`src/rtl/butterfly_pipe.sv`:
```
// butterfly_pipe: pipelined radix-2 DIT butterfly, C1 = A + W*B, C2 = A - W*B.
// Three register stages under one global enable, with scaling/saturation and a sticky overflow flag.
module butterfly_pipe #(
   parameter int DW = 12,
   parameter int TW = 12
) (
   input  logic          clk,
   input  logic          rst,
   input  logic          in_valid,
   output logic          in_ready,
   input  logic [2*DW-1:0] in_a,
   input  logic [2*DW-1:0] in_b,
   input  logic [2*TW-1:0] in_w,
   input  logic          scale_en,
   output logic          out_valid,
   input  logic          out_ready,
   output logic [2*DW-1:0] out_c1,
   output logic [2*DW-1:0] out_c2,
   output logic          ovf,
   input  logic          ovf_clr
);
   localparam int PW = DW + TW + 1;
   localparam logic [PW-1:0] RND = {{(PW-1){1'b0}}, 1'b1} << (TW - 2);
   localparam logic [DW-1:0] MAXV = {1'b0, {(DW-1){1'b1}}};
   localparam logic [DW-1:0] MINV = {1'b1, {(DW-1){1'b0}}};

   function automatic logic [PW-1:0] smul(input logic [DW-1:0] b,
                                          input logic [TW-1:0] w);
      logic signed [PW-1:0] be;
      logic signed [PW-1:0] we;
      be = {{(PW-DW){b[DW-1]}}, b};
      we = {{(PW-TW){w[TW-1]}}, w};
      return be * we;
   endfunction

   // product overflows DW when the bits above the DW sign bit disagree
   function automatic logic p_ovf(input logic [PW-1:0] x);
      return !((&x[PW-1:DW-1]) || !(|x[PW-1:DW-1]));
   endfunction

   function automatic logic [DW-1:0] p_sat(input logic [PW-1:0] x);
      if (p_ovf(x)) return x[PW-1] ? MINV : MAXV;
      return x[DW-1:0];
   endfunction

   function automatic logic s_ovf(input logic [DW:0] x);
      return x[DW] ^ x[DW-1];
   endfunction

   function automatic logic [DW-1:0] s_sat(input logic [DW:0] x);
      if (s_ovf(x)) return x[DW] ? MINV : MAXV;
      return x[DW-1:0];
   endfunction

   logic            en;
   logic            v1_q, v1_d, sc1_q, sc1_d;
   logic [2*DW-1:0] a1_q, a1_d, b1_q, b1_d;
   logic [2*TW-1:0] w1_q, w1_d;
   logic            v2_q, v2_d, sc2_q, sc2_d;
   logic [2*DW-1:0] a2_q, a2_d, p2_q, p2_d;
   logic            v3_q, v3_d;
   logic [2*DW-1:0] c1_q, c1_d, c2_q, c2_d;
   logic            ovf_q, ovf_d;

   logic signed [PW-1:0] pr, pi, pr_sh, pi_sh;
   logic [2*DW-1:0] p_n, c1_n, c2_n;
   logic            sat2, sat3;
   logic [DW:0]     ar, ai, qr, qi, s1r, s1i, s2r, s2i;

   assign en        = !v3_q || out_ready;
   assign in_ready  = en;
   assign out_valid = v3_q;
   assign out_c1    = c1_q;
   assign out_c2    = c2_q;
   assign ovf       = ovf_q;

   // S2 datapath: full-precision complex product, round half-up, saturate
   always_comb begin
      pr = smul(b1_q[2*DW-1:DW], w1_q[2*TW-1:TW])
         - smul(b1_q[DW-1:0], w1_q[TW-1:0]) + RND;
      pi = smul(b1_q[2*DW-1:DW], w1_q[TW-1:0])
         + smul(b1_q[DW-1:0], w1_q[2*TW-1:TW]) + RND;
      pr_sh = pr >>> (TW - 1);
      pi_sh = pi >>> (TW - 1);
      p_n   = {p_sat(pr_sh), p_sat(pi_sh)};
      sat2  = p_ovf(pr_sh) || p_ovf(pi_sh);
   end

   // S3 datapath: DW+1 bit sums, then floor-halve or saturate per transaction
   always_comb begin
      ar  = {a2_q[2*DW-1], a2_q[2*DW-1:DW]};
      ai  = {a2_q[DW-1], a2_q[DW-1:0]};
      qr  = {p2_q[2*DW-1], p2_q[2*DW-1:DW]};
      qi  = {p2_q[DW-1], p2_q[DW-1:0]};
      s1r = ar + qr;
      s1i = ai + qi;
      s2r = ar - qr;
      s2i = ai - qi;
      if (sc2_q) begin
         c1_n = {s1r[DW:1], s1i[DW:1]};
         c2_n = {s2r[DW:1], s2i[DW:1]};
         sat3 = 1'b0;
      end else begin
         c1_n = {s_sat(s1r), s_sat(s1i)};
         c2_n = {s_sat(s2r), s_sat(s2i)};
         sat3 = s_ovf(s1r) || s_ovf(s1i) || s_ovf(s2r) || s_ovf(s2i);
      end
   end

   // next state: every stage advances together on en; ovf set beats clear
   always_comb begin
      v1_d  = v1_q;  a1_d = a1_q; b1_d = b1_q; w1_d = w1_q; sc1_d = sc1_q;
      v2_d  = v2_q;  a2_d = a2_q; p2_d = p2_q; sc2_d = sc2_q;
      v3_d  = v3_q;  c1_d = c1_q; c2_d = c2_q;
      ovf_d = ovf_q;
      if (en) begin
         v1_d  = in_valid;
         a1_d  = in_a;
         b1_d  = in_b;
         w1_d  = in_w;
         sc1_d = scale_en;
         v2_d  = v1_q;
         a2_d  = a1_q;
         p2_d  = p_n;
         sc2_d = sc1_q;
         v3_d  = v2_q;
         c1_d  = c1_n;
         c2_d  = c2_n;
      end
      if (ovf_clr) ovf_d = 1'b0;
      if (en && ((v1_q && sat2) || (v2_q && sat3))) ovf_d = 1'b1;
   end

   // state registers with synchronous reset
   always_ff @(posedge clk) begin
      if (rst) begin
         v1_q <= 1'b0; a1_q <= '0; b1_q <= '0; w1_q <= '0; sc1_q <= 1'b0;
         v2_q <= 1'b0; a2_q <= '0; p2_q <= '0; sc2_q <= 1'b0;
         v3_q <= 1'b0; c1_q <= '0; c2_q <= '0;
         ovf_q <= 1'b0;
      end else begin
         v1_q <= v1_d; a1_q <= a1_d; b1_q <= b1_d; w1_q <= w1_d; sc1_q <= sc1_d;
         v2_q <= v2_d; a2_q <= a2_d; p2_q <= p2_d; sc2_q <= sc2_d;
         v3_q <= v3_d; c1_q <= c1_d; c2_q <= c2_d;
         ovf_q <= ovf_d;
      end
   end
endmodule

```
`config.mk`:
```
export PLATFORM = sky130hd
export DESIGN_NAME = butterfly_pipe
export DESIGN_NICKNAME = d
export VERILOG_FILES = /design/src/rtl/butterfly_pipe.sv
export SDC_FILE = /design/constraint.sdc
export NUM_CORES = 2
export LEC_CHECK = 0
export CORE_AREA = 2 2 295 443
export CTS_CLUSTER_DIAMETER = 40
export CTS_CLUSTER_SIZE = 8
export DETAILED_ROUTE_END_ITERATION = 6
export DIE_AREA = 0 0 297 445
export HOLD_SLACK_MARGIN = 0.12
export PLACE_DENSITY_LB_ADDON = 0.2
export SYNTH_ARGS = -nofsm -noshare
export SYNTH_HDL_FRONTEND = slang
export SYNTH_SLANG_ARGS = --single-unit
export TNS_END_PERCENT = 1
```
`constraint.sdc`:
```
create_clock -name clk -period 10.5 [get_ports clk]
set_input_delay 1.575 -clock clk [delete_from_list [all_inputs] [get_ports clk]]
set_output_delay 1.575 -clock clk [all_outputs]
set_load 0.1 [all_outputs]
```
# Yosys cells after proc, flatten, opt, wreduce, memory -nomap -nowiden
# Index checks and enable logic that the tools add are counted.
[classes] reduce_logical=21 bitwise=4 multipliers=4 n_addsub=8 muxes=29
[op_table] cell="$mux 12" n=16
[op_table] cell="$mul 12x12->24" n=4
[op_table] cell="$add 25x11->25 const B" n=2
[op_table] cell="$mux 24" n=2
[op_table] cell="$add 12x12->13" n=2
[op_table] cell="$sub 12x12->13" n=2
[op_table] cell="$add 24x24->25" n=1
[op_table] cell="$sub 24x24->25" n=1
[op_table] cell="$mux 1" n=11
[op_table] cell="$logic_or 1x1->1" n=8
[op_table] cell="$reduce_and 3->1" n=2
[op_table] cell="$reduce_or 3->1" n=2
[op_table] cell="$logic_not 1->1" n=5
[op_table] cell="$xor 1x1->1" n=4
[op_table] cell="$logic_and 1x1->1" n=3
[op_table] cell="$reduce_bool 2->1" n=1
[totals] ff_bits=174

# Longest topological paths before layout
[depth] word_depth=12 ltp_mapped=29

# Worst setup path after synthesis
# No wires, ideal clock.
[synth_path] path_kind="flip-flop to flip-flop" startpoint="register b1_q[11]" endpoint="register p2_q[19]" t_arrival_ns=6.908 stages_incl_launch_ff=28 setup_time_ns=0.087 synth_period_minus_slack_ns=6.995 required_ns=10.413 slack_ns=3.505 cell_sequence="dfxtp_1 -> clkbuf_1 -> nand2_1 -> inv_1 -> fa_1 -> fa_1 -> inv_1 -> fa_1 -> inv_1 -> fa_1 -> inv_1 -> fa_1 -> fa_1 -> inv_1 -> fa_1 -> inv_1 -> ha_1 -> buf_4 -> a211o_1 -> and3_1 -> o21ai_1 -> a31o_2 -> o311ai_1 -> o21a_1 -> nor4_2 -> buf_4 -> o211ai_2 -> a221oi_2"
[synth_between] elab_chain_cells=7 elab_cells_between_ends=9
[synth_rtl] item="start, declared" line="57" text="logic [2*DW-1:0] a1_q, a1_d, b1_q, b1_d;"
[synth_rtl] item="start signal, assigned" line="137" text="v1_q <= 1'b0; a1_q <= '0; b1_q <= '0; w1_q <= '0; sc1_q <= 1'b0;"
[synth_rtl] item="start signal, assigned" line="142" text="v1_q <= v1_d; a1_q <= a1_d; b1_q <= b1_d; w1_q <= w1_d; sc1_q <= sc1_d;"
[synth_rtl] item="$mul 12x12->24 (*)" line="33" text="return be * we;"
[synth_rtl] item="$sub 24x24->25 (*)" line="80" text="- smul(b1_q[DW-1:0], w1_q[TW-1:0]) + RND;"
[synth_rtl] item="$add 25x11->25 (*)" line="80"
[synth_rtl] item="$reduce_or 3->1" line="38" text="return !((&x[PW-1:DW-1]) || !(|x[PW-1:DW-1]));"
[synth_rtl] item="$logic_not 1->1" line="38"
[synth_rtl] item="$logic_or 1x1->1" line="38"
[synth_rtl] item="$mux 12 (*)" line="43" text="return x[DW-1:0];"
[synth_rtl] item="end signal, assigned" line="138" text="v2_q <= 1'b0; a2_q <= '0; p2_q <= '0; sc2_q <= 1'b0;"
[synth_rtl] item="end signal, assigned" line="143" text="v2_q <= v2_d; a2_q <= a2_d; p2_q <= p2_d; sc2_q <= sc2_d;"
[synth_rtl] item="end, declared" line="60" text="logic [2*DW-1:0] a2_q, a2_d, p2_q, p2_d;"
# Mark *: on every way between the ends. The rest lies on a longest branch, timed or not.
# A chain may end at the register's enable or synchronous reset.

# Worst setup path after layout
[layout_path] startpoint="register w1_q[16]" endpoint="register ovf_q, in the netlist ovf"
[layout_between] elab_chain_cells=12 elab_cells_between_ends=22
[layout_rtl] item="start, declared" line="58" text="logic [2*TW-1:0] w1_q, w1_d;"
[layout_rtl] item="start signal, assigned" line="137"
[layout_rtl] item="start signal, assigned" line="142"
[layout_rtl] item="$mul 12x12->24" line="33"
[layout_rtl] item="$sub 24x24->25 or $add 24x24->25 (tied branches)" line="80, 82"
[layout_rtl] item="$add 25x11->25 (on tied branches)" line="80, 82"
[layout_rtl] item="$reduce_or 3->1" line="38"
[layout_rtl] item="$logic_not 1->1" line="38"
[layout_rtl] item="$logic_or 1x1->1" line="38"
[layout_rtl] item="$logic_not 1->1" line="38"
[layout_rtl] item="$logic_or 1x1->1 (*)" line="86" text="sat2 = p_ovf(pr_sh) || p_ovf(pi_sh);"
[layout_rtl] item="$logic_and 1x1->1 (*)" line="131" text="if (en && ((v1_q && sat2) || (v2_q && sat3))) ovf_d = 1'b1;"
[layout_rtl] item="$logic_or 1x1->1 (*)" line="131"
[layout_rtl] item="$logic_and 1x1->1 (*)" line="131"
[layout_rtl] item="$mux 1 or $reduce_bool 2->1 (tied branches)"
[layout_rtl] item="end signal, assigned" line="145" text="ovf_q <= ovf_d;"
[layout_rtl] item="end, declared" line="63" text="logic ovf_q, ovf_d;"
# Marked as above.

==> metrics.md <==
| Metric | Value |
|---|---|
| Status | finished clean |
| Drt initial violations | 922 |
| Cell row count | approximately 160 |
| Area share of the largest cell type after synthesis | approximately two fifths |
| Worst flop-to-flop path endpoint | ovf |
| # DRC | 0 |
| CORE AREA | 128,100 um2 |
| Synthesized flop and latch total | 174 |
| Syn Area/Cell | 8.895 um2 |
| GRT Total Usage | 14.67% |
| Hold Path Class | reg2reg |
| Final WL | just over 90,000 um |
| Max Cap Viol | 0 |
| IO buf count | 128 |
| Chip width | between 200 and 300 um |
| Initial antenna violation count | 2 |
| CTS Buffer Depth | 2 |
| Root Buffer | clkbuf_16 |
| Hold Fails Final Rpt | 0 |
| Worst Max-Slew Pin Slew | ~1.4 ns |
| Post-CTS Setup Bufs | 0 |
| # H-tree levels | 4 |
| Top-count cell post-synth | inv_1 |
| Largest cells by area after synthesis | fa_1 (41%), dfxtp_1 (11%), ha_1 (9.1%) |
| Worst setup SP type | register |
| Final core utilization | 27.80% |
| Final-report setup violation count | 0 |
| Synth Net Count | between 4,000 and 5,000 |
| Clock period minus worst slack | ~8.4 ns |
| Hold Path Cell Cnt | 2 |
| Finished Layout Cells | roughly 5,300 |
| RSZ-0062 raised after global routing | no |
| Mapped Cells | 3,590 |
| Startpoint of the worst hold path | w1_q[20] |
| Detail Route Antenna Nets | 0 |
| Clock sinks | between 150 and 200 |
| Cts bufs inserted | 17 |
| Post-placement cell area | 35,020 um2 |
| Primary FF master, synth | dfxtp_1 |
| CP Cell Sequence | nand2_1 > fa_1 > inv_1 > fa_1 > inv_1 > fa_1 > fa_1 > inv_1 > fa_1 > fa_1 > inv_1 > fa_1 > inv_1 > ha_1 > and3_1 > a22oi_2 > a31oi_1 > o311ai_1 > nor3_1 > or4_1 > mux2i_1 > a311oi_1 |
| Largest net degree at the start of global routing | 101 |
| GP Congestion | 0.7862 |
| Slew headroom | approximately 8.6% |
| Die footprint | 132,200 um2 |
| Worst EP required | 10.83 ns |
| TritonCTS clock tree | built |
| Pins Over Slew Limit | 0 |
| Overflow after GRT | 0 |
| Fin area | 35,620 um2 |
| Syn-to-layout area delta | 11.54% |
| CP bufs+invs | 5 |
| Final HPWL DP | 73,600 um |
| WP data arrival | 8.69 ns |
| Worst Path Class, Setup | reg2reg |
| YS warnings | 0 |
| Max Fanout on Critical Path | 25 |
| Clk pin slew, worst setup/hold paths | 0.08 ns |
| Die Height | 445 um |
| Vias in the first global route | 25,650 |
| Nature of the critical path endpoint | register |
| Reg-to-Reg Start | w1_q[16] |
| Crit path max-delay family | adder cells |
| Post-route setup TNS | 0 ns |
| First-pass GRT wire length | 149,800 um |
| I/O pin total | 129 |
| Initial Utilization | 24.92% |
| Synth area leader | fa_1 |
| DR WL/cell | 17.35 um |
| Post-synth EDFFs | 0 |
| Final worst clock skew | about 0.021 ns |
| Yosys cell types | 87 |
| Critical-path top delay cell | dfxtp_1 |
| Max Freq | 119.5 MHz |
| Cts hold-fix bufs | 0 |
| Synth cell count leaders | inv_1 (755), fa_1 (654), nand2_1 (520), and2_1 (287), ha_1 (233) |
| Worst reg-to-reg path cell count | 22 |
| Async set-reset flop share out of synthesis | 0% |
| Most common cell on crit path | fa_1 |
| Final nets | 4,572 |
| Slowest stage delay, CP | around 1.2 ns |
| Worst skew pair latency | 0.49 ns |
| Mapped Area | around 32,000 um2 |
| FF-to-FF setup slack | 2.13 ns |
| Placed insts | ~5,300 |
| Fraction of layout cells with a size suffix above 1 | 3.867% |
| Hold endpoint | w1_q[20] |
| Post-CTS sizing | 0 |
| Vias | 23,070 |
| Sequential fraction of the synthesis area | 10.91% |
| Vias/cell | around 4.3 |
| DR pass1 iterations | 5 |
| Final Cycle Share | around four fifths |
-- cells by family (layout without fill, tap and decap cells) --
kind of cell	after synthesis	count (layout)	share of synthesized area, %
other	0	3	0
flip-flops	174	174	10.91
adder cells (fa/ha/maj)	891	891	50.25
XOR/XNOR	89	89	2.465
multiplexers	6	6	0.1959
buffers and inverters	940	970	11.24
AND/OR/NAND/NOR	1044	1044	15.52
AO/OA/AOI/OAI	446	446	9.423
-- flip-flops by register name (all words and copies together), names as in the netlist --
signal / cells
w1_q: 24
out_valid: 1
sc2_q: 1
b1_q: 24
a1_q: 24
out_c2: 24
v2_q: 1
ovf: 1
v1_q: 1
p2_q: 24
sc1_q: 1
out_c1: 24
a2_q: 24
-- worst register-to-register path, delay by kind of cell (launching register included) --
| kind | cells | cell delay [ns] |
|---|---|---|
| AO/OA/AOI/OAI | 4 | 1.34 |
| adder cells (fa/ha/maj) | 8 | 3.89 |
| buffers and inverters | 5 | 0.26 |
| flip-flops | 1 | 1.24 |
| multiplexers | 1 | 0.46 |
| AND/OR/NAND/NOR | 4 | 1.04 |
-- final cells by class --
type,instances,area [um2]
antenna,3,7.507
clock buffer,18,429.2
clock inverter,14,162.7
fill,14040,92500
inverter,757,2846
multi-input combinational,2476,24870
sequential,174,3483
tap,1711,2141
timing repair buffer,181,1680
-- worst max-delay path by stage --
stage                     depth (start not counted)  endpoint     start  slack (ns)
after global placement                           22       ovf  w1_q[16]        2.05
final                                            22       ovf  w1_q[16]        2.13
after CTS                                        22       ovf  w1_q[16]        1.97
after detailed placement                         22       ovf  w1_q[16]        1.97
after global routing                             21   p2_q[5]  w1_q[16]        1.58
after floorplan                                  27  p2_q[19]  b1_q[11]        3.51
-- cell usage in the layout (no fill, tap or decap), types with 9 or more instances in the layout --
| master | n |
|---|---|
| inv_1 | 754 |
| fa_1 | 654 |
| nand2_1 | 520 |
| and2_1 | 287 |
| ha_1 | 233 |
| a21oi_1 | 190 |
| dfxtp_1 | 174 |
| clkdlybuf4s50_1 | 127 |
| nor2_1 | 105 |
| xnor2_1 | 70 |
| buf_4 | 53 |
| o21ai_0 | 46 |
| nand2b_1 | 29 |
| nor3_1 | 27 |
| o21ai_1 | 22 |
| a221oi_2 | 19 |
| xor2_1 | 18 |
| clkbuf_16 | 17 |
| a211oi_1 | 16 |
| o21a_1 | 16 |
| nor2b_1 | 15 |
| o211ai_1 | 15 |
| nand3_1 | 15 |
| a21o_1 | 14 |
| a211o_1 | 13 |
| o21bai_1 | 10 |
| and3_1 | 9 |
-- through the flow --
stage / setup WS (ns) / hold WS (ns)
floorplan: 3.505 / 0.4321
global placement: 2.050 / 0.4404
detailed placement: 1.971 / 0.4440
CTS: 1.967 / 0.4548
global route: 1.579 / 0.4766
finish: 2.132 / 0.4524
-- per-layer routing --
layer / track usage (%) / part of all wire, % / vias to the layer above
met3: 1.764 / 3.0 / 78
met4: 4.032 / 2.5 / 2
met1: 18.15 / 42 / 11760
li1: - / - / 10890
met5: 0.5495 / 0.10 / -
met2: 26.65 / 52 / 339
Power is not shown: default switching activity piles up to over one toggle a cycle in this logic, so the estimate is an artifact.
